===== config.mk =====
export PLATFORM = sky130hd
export DESIGN_NAME = tt_cell_link_host
export DESIGN_NICKNAME = d
export VERILOG_FILES = /design/src/rtl/tt_cell_link_host.sv
export SDC_FILE = /design/constraint.sdc
export NUM_CORES = 1
export LEC_CHECK = 0
export ABC_AREA = 1
export CAP_MARGIN = 15
export CORE_MARGIN = 4
export CORE_UTILIZATION = 30
export CTS_CLUSTER_SIZE = 25
export DETAILED_ROUTE_END_ITERATION = 6
export PLACE_DENSITY_LB_ADDON = 0.15
export SLEW_MARGIN = 20
export SYNTH_ARGS = -nofsm -noshare
export SYNTH_HDL_FRONTEND = slang
export SYNTH_SLANG_ARGS = --single-unit

===== constraint.sdc =====
create_clock -name clk -period 1.7 [get_ports clk]
set_input_delay 0.34 -clock clk [delete_from_list [all_inputs] [get_ports clk]]
set_output_delay 0.34 -clock clk [all_outputs]
set_load 0.05 [all_outputs]

===== src/rtl/tt_cell_link_host.sv =====
// rtl/tt_cell_link_host.sv - host side of a clocked serial link to a cell register file
//
// Frames one register access per request onto a clock pad (hclk) and a
// bidirectional data pad (hsig). Each bit lasts 2*CLK_DIV clk cycles: hclk
// is low for the first half and high for the second half. Driven bits change
// at the start of the low half. Read bits are sampled on the first high cycle.
//
//   write: start(0) rw addr[5:0] wdata[7:0] [par] stop(1)
//   read : start(0) rw addr[5:0] turn rdata[7:0] [par] stop(1)
//
// Optional feature macro: TT_CELL_LINK_PARITY_EN adds an even parity bit
// after the data field (host-driven on writes, checked on reads).
//
// Ports:
//   clk, rst                   clock, synchronous active-high reset
//   req_valid/req_ready        request handshake (ready only in IDLE)
//   req_rw, req_addr, req_wdata request fields, 1 = read
//   done                       one-cycle pulse on return to IDLE
//   rdata                      last completed read value
//   err                        read parity error, qualified by done
//   hclk_A, hclk_OE            link clock pad drive / enable
//   hsig_A, hsig_OE, hsig_IE, hsig_PU, hsig_PD  link data pad controls
//   hsig_Y                     link data pad input

module tt_cell_link_host #(
    parameter int CLK_DIV = 4
) (
    input  logic       clk,
    input  logic       rst,
    input  logic       req_valid,
    output logic       req_ready,
    input  logic       req_rw,
    input  logic [5:0] req_addr,
    input  logic [7:0] req_wdata,
    output logic       done,
    output logic [7:0] rdata,
    output logic       err,
    output logic       hclk_A,
    output logic       hclk_OE,
    output logic       hsig_A,
    output logic       hsig_OE,
    output logic       hsig_IE,
    output logic       hsig_PU,
    output logic       hsig_PD,
    input  logic       hsig_Y
);

`ifdef TT_CELL_LINK_PARITY_EN
    typedef enum logic [2:0] {IDLE, START, HDR, WDATA, TURN, RDATA, PAR, STOP} state_t;
    localparam state_t DATA_NEXT = PAR;
`else
    typedef enum logic [2:0] {IDLE, START, HDR, WDATA, TURN, RDATA, STOP} state_t;
    localparam state_t DATA_NEXT = STOP;
`endif

    localparam logic [7:0] DIV_LAST = 8'(CLK_DIV - 1);

    state_t     state, state_n;
    logic [7:0] div_cnt;
    logic       phase;          // 0 = hclk low half, 1 = hclk high half
    logic [2:0] bit_cnt;        // bit index within the current field
    logic       rw_q;
    logic [5:0] addr_q;
    logic [7:0] wdata_q;
    logic [7:0] rsh;
    logic [6:0] hdr;
    logic       bit_end;
    logic       sample_en;

    assign hdr       = {rw_q, addr_q};
    assign bit_end   = phase && (div_cnt == DIV_LAST);
    assign sample_en = phase && (div_cnt == 8'd0);

    assign hclk_A  = phase;
    assign hclk_OE = 1'b1;
    assign hsig_IE = 1'b1;
    assign hsig_PU = 1'b1;
    assign hsig_PD = 1'b0;

    always_ff @(posedge clk) begin
        if (rst) begin
            state <= IDLE;
        end else begin
            state <= state_n;
        end
    end

    always_comb begin
        state_n   = state;
        req_ready = 1'b0;
        hsig_A    = 1'b1;
        hsig_OE   = 1'b1;
        case (state)
            IDLE: begin
                req_ready = 1'b1;
                if (req_valid) state_n = START;
            end
            START: begin
                hsig_A = 1'b0;
                if (bit_end) state_n = HDR;
            end
            HDR: begin
                hsig_A = hdr[3'd6 - bit_cnt];
                if (bit_end && bit_cnt == 3'd6) state_n = rw_q ? TURN : WDATA;
            end
            WDATA: begin
                hsig_A = wdata_q[3'd7 - bit_cnt];
                if (bit_end && bit_cnt == 3'd7) state_n = DATA_NEXT;
            end
            TURN: begin
                hsig_OE = 1'b0;
                if (bit_end) state_n = RDATA;
            end
            RDATA: begin
                hsig_OE = 1'b0;
                if (bit_end && bit_cnt == 3'd7) state_n = DATA_NEXT;
            end
`ifdef TT_CELL_LINK_PARITY_EN
            PAR: begin
                if (rw_q) hsig_OE = 1'b0;
                else      hsig_A  = ^{rw_q, addr_q, wdata_q};
                if (bit_end) state_n = STOP;
            end
`endif
            STOP: begin
                if (bit_end) state_n = IDLE;
            end
            default: state_n = IDLE;
        endcase
    end

`ifdef TT_CELL_LINK_PARITY_EN
    logic err_q;
    logic par_rx;
    assign err = err_q;
`else
    assign err = 1'b0;
`endif

    always_ff @(posedge clk) begin
        if (rst) begin
            div_cnt <= 8'd0;
            phase   <= 1'b0;
            bit_cnt <= 3'd0;
            rw_q    <= 1'b0;
            addr_q  <= 6'd0;
            wdata_q <= 8'd0;
            rsh     <= 8'd0;
            done    <= 1'b0;
            rdata   <= 8'd0;
`ifdef TT_CELL_LINK_PARITY_EN
            err_q   <= 1'b0;
            par_rx  <= 1'b0;
`endif
        end else begin
            done <= 1'b0;
            if (state == IDLE) begin
                div_cnt <= 8'd0;
                phase   <= 1'b0;
                bit_cnt <= 3'd0;
                if (req_valid) begin
                    rw_q    <= req_rw;
                    addr_q  <= req_addr;
                    wdata_q <= req_wdata;
                end
            end else begin
                if (div_cnt == DIV_LAST) begin
                    div_cnt <= 8'd0;
                    phase   <= ~phase;
                end else begin
                    div_cnt <= div_cnt + 8'd1;
                end
                // Field-relative bit index restarts whenever the state changes.
                if (bit_end) bit_cnt <= (state_n != state) ? 3'd0 : bit_cnt + 3'd1;
                if (sample_en && state == RDATA) rsh <= {rsh[6:0], hsig_Y};
`ifdef TT_CELL_LINK_PARITY_EN
                if (sample_en && state == PAR) par_rx <= hsig_Y;
`endif
                if (bit_end && state == STOP) begin
                    done <= 1'b1;
                    if (rw_q) rdata <= rsh;
`ifdef TT_CELL_LINK_PARITY_EN
                    err_q <= rw_q & (par_rx ^ (^rsh));
`endif
                end
            end
        end
    end

endmodule


# ---- Yosys cells after proc, flatten, opt, wreduce, memory -nomap -nowiden
# Index checks and enable logic that the tools add are counted.
# W data, S select, Z words.
dict set report word_totals {
  ff_bits 47
}
dict set report classes {
  n_addsub 4
  order_cmp 2
  eq_ne 10
  mux 17
  bitwise_logic 2
  n_reduce_logical 15
}
# cell count
set ops {}
lappend ops {{$mux W3} 8}
lappend ops {{$pmux W3 S6} 1}
lappend ops {{$eq A3 B3 Y1 const B} 5}
lappend ops {{$add A8 B1 Y8 const B} 1}
lappend ops {{$eq A8 B2 Y1 const B} 1}
lappend ops {{$logic_not A8 Y1} 1}
lappend ops {{$lt A3 B4 Y1 const B} 2}
lappend ops {{$bmux W1 S3} 2}
lappend ops {{$eq A3 B2 Y1 const B} 2}
lappend ops {{$logic_and A1 B1 Y1} 6}
lappend ops {{$reduce_or A2 Y1} 3}
lappend ops {{$sub A3 B3 Y3 const A} 2}
lappend ops {{$mux W1} 5}
lappend ops {{$reduce_and A2 Y1} 2}
lappend ops {{$add A3 B1 Y3 const B} 1}
lappend ops {{$eq A3 B1 Y1 const B} 1}
lappend ops {{$logic_not A3 Y1} 1}
lappend ops {{$ne A3 B3 Y1} 1}
lappend ops {{$pmux W1 S3} 1}
lappend ops {{$reduce_and A3 Y1} 1}
lappend ops {{$reduce_or A3 Y1} 1}
lappend ops {{$not A1 Y1} 2}

# ---- Longest topological paths before layout
dict set report logic_depth {
  ltp_word 7
  ltp_mapped 12
  ltp_nobuf 12
}

# ---- Worst setup path after synthesis
# OpenSTA, ideal clock, no wires.
dict set report synth_timing {
  kind {register to output}
  start {reg bit_cnt[0]}
  end {out hsig_A}
  arrival_ns 1.553
  t_required_ns 1.360
  slack_ns -0.193
  stages_incl_launch_ff 7
  cell_sequence {dfxtp_1 > inv_1 > ha_1 > a31oi_1 > nand2_1 > nand3_1 > nand4_1}
}
dict set report synth_via {
  elab_chain_len 4
  elab_cells_between_ends 7
  cone_classes {2 x add/sub; 5 x mux}
}
# element line
set synth_lines {}
lappend synth_lines {{start, declared} 61} ;# logic [2:0] bit_cnt;
lappend synth_lines {{start signal, assigned} 174} ;# if (bit_end) bit_cnt <= (state_n != state) ? 3'd0 : bit_cnt + 3'd1;
lappend synth_lines {{$sub A3 B3 Y3, on equally long branches} {107, 103}}
lappend synth_lines {{$bmux W1 S3, on equally long branches} {107, 103}}
lappend synth_lines {{$mux W1, on equally long branches} {107, 103}}
lappend synth_lines {{$pmux W1 S3 *} 93} ;# case (state)
lappend synth_lines {{end, declared} 40} ;# output logic hsig_A,
# Every way passes the cells marked *; elsewhere a longest branch is shown, timed or not. The select of a mux whose other input is x is not followed.

# ---- Worst setup path in the final report
# Same ends and word-level chain as after synthesis.

==> flow_metrics.py <==
metrics = {
    "min_path": {
        "min_from": "wdata_q[5]",
        "min_path_type": "reg -> reg",
    },
    "logic_synthesis": {
        "syn_inst": 300,
        "synthFlopType": "dfxtp_1",
        "avgSynthCellArea_um2": 7.44,
        "async_reset_ff_share_pct": 0,
        "synth-edff-count": 0,
        "ys_ff_latch": 47,
        "synth_seq_area_share_pct": 42.1,
        "syn_area_um2": 2230,
        "synth_cell_types": 37,
        "synth_warnings": 0,
    },
    "timing": {
        "rsz0062_at_grt": "true",
        "skew_ps": 3.13,
        "hold_viol": 0,
        "worst_pin_slew_ps": 645,
        "timing.final.crit_share_pct": 120,
        "setup_violations": 1,
        "slew_violations": 0,
        "fin_hold_ws_ps": 463,
        "fmax_mhz": 492,
        "min_period_ps": 2030,
        "finalWorstSetupSlack_ps": -334,
        "slew_headroom_pct": 56.9,
    },
    "worst_setup_path": {
        "max_stage_delay_ps": 380,
        "cp.required_ps": 1360,
        "worstPathCellList": "buf_4 > mux2i_2 > o221ai_2 > nand3_1 > nand4_1 > buf_12",
        "cp_data_arrival_time_ps": 1690,
        "crit_start": "bit_cnt[0]",
        "r2r-start": "div_cnt[1]",
        "crit_type": "reg -> out",
        "crit_fanout": 11,
        "cp-end-kind": "output pin",
        "worst_setup_path_start_kind": "register",
        "slowest_stage": "dfxtp_4",
    },
    "power_and_ir_drop": {
        "vdd.ir_drop.worst_v": 0.000287,
        "p_total_uw": 2130,
        "p_leak_uw": 0.00136,
        "p_per_area_nw_per_um2": 675,
    },
    "drt": {
        "antenna_left": 0,
        "drcViolationCount": 0,
        "drt_iter0_drc": 60,
        "vias": 2013,
        "via_per_inst": 4.41,
        "wl_mm": 5.31,
        "wl_per_cell_um": 11.6,
        "detail_route.first_pass.iterations": 4,
    },
    "cts": {
        "root_buffer": "clkbuf_8",
        "cts_tree": "yes",
        "cts_buffer_depth": 2,
        "htreeDepth": 2,
        "cts_sinks": 47,
        "worstSkewPairLatency_ps": 290,
        "numCtsBuffers": 5,
        "hold_buffers": 0,
        "clk_pin_slew_ps": 80,
    },
    "placement": {
        "io_buffers": 31,
        "place_ws_ps": -82.4,
        "hpwl_mm": 4.00,
        "gp_congestion": 0.853,
    },
    "run_status": {
        "status": "finished, violations left",
        "failed_checks": "setup timing",
    },
    "layout": {
        "drive_above_1_share_pct": 29.4,
        "mostFrequentLayoutCell": "nand2_1",
        "final_nets": 381,
        "antenna_cells": 0,
        "final_cell_mix": "nand2_1 (46), dfxtp_1 (36), inv_1 (35), buf_4 (35), a21oi_1 (27)",
        "areaGrowthSynthToFinish_pct": 41.2,
    },
    "global_routing": {
        "grt_pass1_vias": 1902,
        "track_usage_pct": 12.5,
        "antenna_found_initial": 0,
        "grt-ovfl-total": 0,
        "grt_max_degree": 22,
        "grt_pass1_wl_mm": 8.78,
    },
    "floorplanning": {
        "core_region_area_um2": 7250,
        "rows": 31,
        "die_y_um": 94.3,
        "dieArea_um2": 8890,
        "dieWidth_um": 94.3,
        "start_util_pct": 30.8,
        "io_pins": 37,
    },
    "flow_run": {
        "maxCapViolCount": 0,
    },
}
cells in the mapped netlist (4+ instances only):
| cell | count | area, um2 |
|---|---|---|
| nor2_1 | 27 | 101 |
| a211oi_1 | 8 | 60.1 |
| nand2_1 | 49 | 184 |
| dfxtp_1 | 47 | 941 |
| nor3_1 | 6 | 30.0 |
| clkbuf_1 | 6 | 22.5 |
| a21oi_1 | 27 | 135 |
| o21ai_0 | 20 | 100 |
| nand3_1 | 25 | 125 |
| nand4_1 | 4 | 25.0 |
| buf_4 | 6 | 45.0 |
| ha_1 | 6 | 75.1 |
| inv_1 | 37 | 139 |
cell families (layout without fill, tap and decap cells):
group                    after synthesis  in the layout  synth area share [%]
flip-flops                            47             47                  42.1
buffers and inverters                 57            111                  11.1
multiplexers                           1              1                 0.448
adder cells (fa/ha/maj)                6              6                  3.36
XOR/XNOR                               3              3                  1.18
AO/OA/AOI/OAI                         62             62                  15.7
other                                  2              5                 0.336
AND/OR/NAND/NOR                      122            122                  25.7
layer usage:
metal / wire (um) / share of wire [%] / track usage (%)
met4: 90 / 1.7 / 4.45
met3: 188 / 3.5 / 3.04
met5: 0 / 0 / 0
met2: 2480 / 47 / 19.9
met1: 2550 / 48 / 16.4
where the power goes:
part / internal [uW] / switching, uW / leakage (uW)
Clock: 370 / 365 / 0.0000505
Sequential: 1120 / 18.1 / 0.000388
Combinational: 109 / 144 / 0.000916
Total: 1600 / 527 / 0.00136
repair_timing:
action | CTS | global route
setup buffers | 4 | 5
pin swaps | 9 | 13
endpoints found under the setup margin | 13 | 24
cloned | 0 | 1
resized for setup | 13 | 44
state kept, by name (all words and copies together) (netlist names), 3 cells and up:
register	flops
bit_cnt	3
div_cnt	8
rdata	8
addr_q	6
rsh	8
state	3
wdata_q	8
worst max-delay path: cells and delay by family (launching register included):
kind,cells,cell delay (ps)
buffers and inverters,2,400
DFF,1,380
and+or+nand+nor,2,270
muxes,1,240
AOI/OAI and AO/OA,1,120
final cells by class:
type | count | area [um2]
well taps | 99 | 124
clock inverters | 1 | 7.51
multi-input cells | 199 | 1200
clock buffers | 7 | 96.3
fillers | 762 | 4100
flip-flops and latches | 47 | 965
inverters | 41 | 161
repair buffers | 62 | 602
final timing paths:
kind,end,slack (ps),depth (start not counted)
worst max-delay path,hsig_A,-330,6
worst min-delay path,wdata_q[5],460,2
worst max register to register,rdata[5],30,10
worst min register to register,wdata_q[5],460,2
metrics by stage:
stage	utilization (%)	instance area, um2	std cells	TNS [ps]
6_report	43.5	3150	456	-334
5_1_grt	43.5	3150	456	-1260
4_1_cts	40.9	2970	450	-379
3_5_place_dp	38.5	2790	438	-403
3_3_place_gp	38.5	2790	438	-68.1
2_1_floorplan	-	2260	303	-55.9
Power figures use the tool's default switching activity.
